**config.mk**
```make
export PLATFORM = sky130hd
export DESIGN_NAME = wt_dcache_port_arb
export DESIGN_NICKNAME = d
export VERILOG_FILES = /design/src/rtl/wt_dcache_port_arb.sv
export SDC_FILE = /design/constraint.sdc
export NUM_CORES = 1
export LEC_CHECK = 0
export CAP_MARGIN = 10
export CORE_MARGIN = 2
export CORE_UTILIZATION = 41
export CTS_CLUSTER_SIZE = 25
export DETAILED_ROUTE_END_ITERATION = 10
export PLACE_DENSITY = 0.75
export SYNTH_ARGS = -nofsm -noshare
export SYNTH_HDL_FRONTEND = slang
export SYNTH_SLANG_ARGS = --single-unit
```
**constraint.sdc**
```tcl
create_clock -name clk_i -period 3.4 [get_ports clk_i]
set_clock_uncertainty 0.15 [all_clocks]
set_input_delay 0.68 -clock clk_i [delete_from_list [all_inputs] [get_ports clk_i]]
set_output_delay 0.68 -clock clk_i [all_outputs]
set_load 0.005 [all_outputs]
```
**src/rtl/wt_dcache_port_arb.sv**
```systemverilog
// Read-port arbiter and flush sequencer for the write-through dcache array.
// Define WT_DCACHE_ARB_STARVE_EN to compile in the low-priority starvation guard.
module wt_dcache_port_arb #(
  parameter int NumPorts    = 3,
  parameter int MaxOutst    = 4,
  parameter int StarveLimit = 15,
  parameter int IdxW        = (NumPorts <= 2) ? 1 : $clog2(NumPorts)
) (
  input  logic                clk_i,
  input  logic                rst_i,
  input  logic [NumPorts-1:0] rd_req_i,
  input  logic [NumPorts-1:0] rd_prio_i,
  output logic [NumPorts-1:0] rd_ack_o,
  output logic                gnt_vld_o,
  output logic [IdxW-1:0]     gnt_idx_o,
  input  logic                mem_ready_i,
  input  logic                rsp_vld_i,
  input  logic                stall_i,
  input  logic                flush_i,
  input  logic                wbuffer_empty_i,
  output logic                flush_ack_o,
  output logic                busy_o,
  output logic                starve_o
);

  localparam int OutW = $clog2(MaxOutst + 1);

  typedef enum logic [1:0] {
    IDLE  = 2'd0,
    DRAIN = 2'd1,
    WBUF  = 2'd2,
    ACK   = 2'd3
  } state_t;

  state_t              state;
  logic [IdxW-1:0]     rr_ptr;
  logic [OutW-1:0]     outstanding;
  logic [OutW-1:0]     out_next;
  logic                flush_armed;
  logic                flush_start;
  logic                rsp_eff;
  logic                grant_en;
  logic                gnt_vld;
  logic [IdxW-1:0]     gnt_idx;
  logic [NumPorts-1:0] promoted;
  logic [NumPorts-1:0] hi_req;
  logic [NumPorts-1:0] lo_req;
  logic [NumPorts-1:0] cand;

  // flush_armed stops a flush_i held across ACK from immediately re-triggering
  assign flush_start = (state == IDLE) & flush_i & flush_armed;
  assign rsp_eff     = rsp_vld_i & (outstanding != {OutW{1'b0}});
  assign grant_en    = ~rst_i & (state == IDLE) & ~flush_start & ~stall_i & mem_ready_i &
                       ((outstanding < OutW'(MaxOutst)) | rsp_vld_i);
  assign out_next    = outstanding + OutW'(gnt_vld) - OutW'(rsp_eff);

`ifdef WT_DCACHE_ARB_STARVE_EN
  localparam int CntW = $clog2(StarveLimit + 1);
  logic [CntW-1:0] starve_cnt [NumPorts];

  // per-port wait counters for low-class requesters
  always_ff @(posedge clk_i or posedge rst_i) begin
    if (rst_i) begin
      for (int p = 0; p < NumPorts; p++) starve_cnt[p] <= {CntW{1'b0}};
    end else begin
      for (int p = 0; p < NumPorts; p++) begin
        if (!rd_req_i[p] || rd_ack_o[p]) begin
          starve_cnt[p] <= {CntW{1'b0}};
        end else if (!rd_prio_i[p] && (starve_cnt[p] != CntW'(StarveLimit))) begin
          starve_cnt[p] <= starve_cnt[p] + CntW'(1);
        end else begin
          starve_cnt[p] <= starve_cnt[p];
        end
      end
    end
  end

  // saturated low-class requesters compete in the high class
  always_comb begin
    for (int p = 0; p < NumPorts; p++) begin
      promoted[p] = rd_req_i[p] & ~rd_prio_i[p] & (starve_cnt[p] == CntW'(StarveLimit));
    end
  end
`else
  assign promoted = {NumPorts{1'b0}};
`endif

  assign hi_req = rd_req_i & (rd_prio_i | promoted);
  assign lo_req = rd_req_i & ~rd_prio_i;
  assign cand   = (hi_req != {NumPorts{1'b0}}) ? hi_req : lo_req;

  // round-robin pick inside the eligible class, starting at rr_ptr
  always_comb begin
    gnt_vld = 1'b0;
    gnt_idx = {IdxW{1'b0}};
    if (grant_en) begin
      for (int i = 0; i < NumPorts; i++) begin
        if (!gnt_vld && cand[IdxW'((int'(rr_ptr) + i) % NumPorts)]) begin
          gnt_vld = 1'b1;
          gnt_idx = IdxW'((int'(rr_ptr) + i) % NumPorts);
        end else begin
          gnt_vld = gnt_vld;
        end
      end
    end else begin
      gnt_vld = 1'b0;
    end
  end

  // one-hot ack decode
  always_comb begin
    for (int p = 0; p < NumPorts; p++) begin
      rd_ack_o[p] = gnt_vld & (gnt_idx == IdxW'(p));
    end
  end

  assign gnt_vld_o   = gnt_vld;
  assign gnt_idx_o   = gnt_idx;
  assign starve_o    = gnt_vld & promoted[gnt_idx];
  assign flush_ack_o = (state == ACK);
  assign busy_o      = (outstanding != {OutW{1'b0}}) | (state != IDLE);

  // pointer, outstanding counter and flush FSM
  always_ff @(posedge clk_i or posedge rst_i) begin
    if (rst_i) begin
      state       <= IDLE;
      rr_ptr      <= {IdxW{1'b0}};
      outstanding <= {OutW{1'b0}};
      flush_armed <= 1'b1;
    end else begin
      outstanding <= out_next;
      if (gnt_vld) begin
        rr_ptr <= (int'(gnt_idx) == NumPorts - 1) ? {IdxW{1'b0}} : gnt_idx + IdxW'(1);
      end
      if (!flush_i) begin
        flush_armed <= 1'b1;
      end else if (flush_start) begin
        flush_armed <= 1'b0;
      end
      case (state)
        IDLE:    if (flush_start) state <= DRAIN;
        DRAIN:   if (out_next == {OutW{1'b0}}) state <= WBUF;
        WBUF:    if (wbuffer_empty_i) state <= ACK;
        ACK:     state <= IDLE;
        default: state <= IDLE;
      endcase
    end
  end

endmodule

```
==> metrics.cfg <==
[outcome]
status=finished, final reports clean

[logic_synthesis]
synthesis.area_um2=758.2
ys_seq_elements=8
syn_area_per_cell_um2=9.027
synth_edf_count=0
syn_inst=84
synthArstFlopShare_pct=100.0
yosysSeqAreaShare_pct=26.57
yosys_warnings=0
synth_top_area_share_pct=23.10
yosysUniqueCellTypes=39
syn-num-nets=107
synth_area_leader_cell=dfrtp_1
synth_ff_type=dfrtp_1
synthTopCellsByArea=dfrtp_1, ha_1, inv_1

[worst_setup_path]
worstPathRequired_ns=2.57
path_class=in2out
path_max_fanout=4
rrSetupSlack_ns=0.19
cp-start-kind=primary input
critPathCaptureType=primary output
arrival_ns=2.43

[power]
switching_share_pct=41.97
p_seq_share_pct=23.2
ir_worst_vdd_v=0.0003499
switchingPower_uw=332.5
comb_power_share_pct=66.7
p_int_uw=459.7
p_leak_nw=0.6546
power_uw=792.1
clkPwrFrac_pct=10.1
p_per_area_nw_per_um2=625.0

[placement]
port_buffers=20
dp_slack_ns=-0.4106
gp_congestion=0.8037
dpl.hpwl_um=1532
post_dp_cell_area_um2=1142

[sta]
rsz0062_at_grt=false
fmax_mhz=307.0
tns_ns=0
setup_viol=0
period_needed_ns=3.257
post-route-period-util_pct=95.80
finalWorstSetupSlack_ns=0.1427
hold_violations=0
slew_violations=0

[clock_tree]
cts_buffers=3
clock_sinks=8
clock_latency_ns=0.25
htreeDepth=1
cts_root_buffer=clkbuf_4
holdBufCountCts=0
path_clk_slew_ns=0.06
cts_max_path_buffers=2
cts_tree=yes

[die]
io_pins=22
start_util_pct=43.91
dieArea_um2=2209
core-area_um2=1727
rows=15
die_height_um=47.01
die_w_um=47.01

[hold_path]
hp-class=in2async

[finish]
final_util_pct=73.41
n_antenna_cell=0
drive_gt1_share_pct=40.15
fillers=144
postLayoutCellArea_um2=1267
area_growth_syn_to_layout_pct=67.16
nets=161

[global_routing]
grt_overflow_total=0
first_global_vias=822
track_usage_pct=20.66
grt_max_degree=10
grt_pass1_wl_um=3222
antenna_found_initial=0

[detailed_routing]
wl_per_cell_um=13.81
dr.first_iter.drc_count=13
routed_wl_um=2237
avgViaCountPerCell=5.062
drcViolationCount=0
dr.pass1.iters=4
via_count=820
ant_nets=0

[run]
cap_violations=0

[state kept, by name, summed over array words and instances, names as in the netlist]
signal / cells
outstanding: 3
rr_ptr: 2
state: 2
flush_armed: 1
[path summary, 6_finish.rpt]
check	start	endpoint	cells past startpoint
setup / recovery	stall_i	gnt_idx_o[0]	8
hold / removal	rst_i	outstanding[1]	2
setup reg to reg	rr_ptr[1]	state[1]	12
hold reg to reg	flush_armed	flush_armed	2
max in group asynchronous	rst_i	flush_armed	2
min in group clk_i	flush_armed	flush_armed	2
[timing repair]
item | in CTS | in global routing
endpoints found under the setup margin | 8 | 4
pin swaps | 5 | 8
buffers inserted | 6 | 4
gates resized for setup | 20 | 14
endpoints found under the hold margin | 0 | 0
[stage by stage]
step                      cells  hold WS [ns]
after floorplan              84        0.3076
after global placement      149        0.3231
after detailed placement    149        0.3223
after CTS                   159        0.3440
after global routing        162        0.2950
final                       162        0.2740
[layout make-up]
| class | instances | area [um^2] | share of cell area, % |
|---|---|---|---|
| repair buffers | 51 | 417.9 | 32.97 |
| well taps | 25 | 31.28 | 2.468 |
| inverters | 13 | 48.80 | 3.850 |
| multi-input cells | 61 | 541.8 | 42.74 |
| flip-flops and latches | 8 | 201.4 | 15.89 |
| clock buffers | 4 | 26.28 | 2.073 |
[metal layers]
| metal | wire length [um] | track usage, % | share of wire, % |
|---|---|---|---|
| met1 | 855 | 19.63 | 38 |
| met2 | 1246 | 44.11 | 56 |
| met3 | 90 | 1.154 | 4.0 |
| met4 | 45 | 8.333 | 2.0 |
| met5 | 0 | 0 | 0 |
[power groups by stage]
stage	registers [mW]	clock network, mW	logic [mW]
4_1_cts	0.184	0.0832	0.497
6_report	0.184	0.0801	0.528
3_5_place_dp	0.184	0	0.473
3_3_place_gp	0.181	0	0.455
5_1_grt	0.190	0.0858	0.579
2_1_floorplan	0.175	0	0.292
[cells by family (layout without fill, tap and decap cells)]
logic type / count (synthesis) / after routing / share of synthesized area (%)
AO/OA/AOI/OAI: 26 / 26 / 25.58
AND/OR/NAND/NOR: 20 / 20 / 16.67
buffers and inverters: 15 / 68 / 8.086
adder cells (fa/ha/maj): 10 / 10 / 17.49
flip-flops: 8 / 8 / 26.57
XOR/XNOR: 2 / 2 / 2.311
multiplexers: 2 / 2 / 2.805
other: 1 / 1 / 0.4946
[cells in the final DEF, fill, tap and decap left out, types with 2 or more instances in the layout]
master           instances
nand2_1                  3
nor2_1                   3
dlymetal6s2s_1           2
dlygate4sd2_1            6
clkdlybuf4s50_1          6
clkdlybuf4s15_1          3
buf_4                   32
clkbuf_4                 3
inv_1                   12
nor2b_1                  2
o21ai_0                  4
clkbuf_2                 2
a22oi_1                  2
o21ai_1                  2
ha_1                     8
a21oi_1                  3
dfrtp_1                  7
nor3_1                   3
[Yosys cell counts, types with 2 or more instances]
cell / n
inv_1: 13
ha_1: 9
dfrtp_1: 7
o21ai_0: 6
nor2_1: 4
nor3_1: 4
a21oi_1: 3
nand2_1: 3
a21boi_0: 2
a22oi_1: 2
nor2b_1: 2
o2bb2ai_1: 2
[critical path: stages]
cell and delay (ns):
clkdlybuf4s50_1 0.41, nor2_2 0.10, o2111ai_2 0.16, buf_4 0.18, a41o_4 0.26, nor4_4 0.28
buf_4 0.14, dlygate4sd2_1 0.22
No activity file was read; power rests on OpenSTA's default activity.
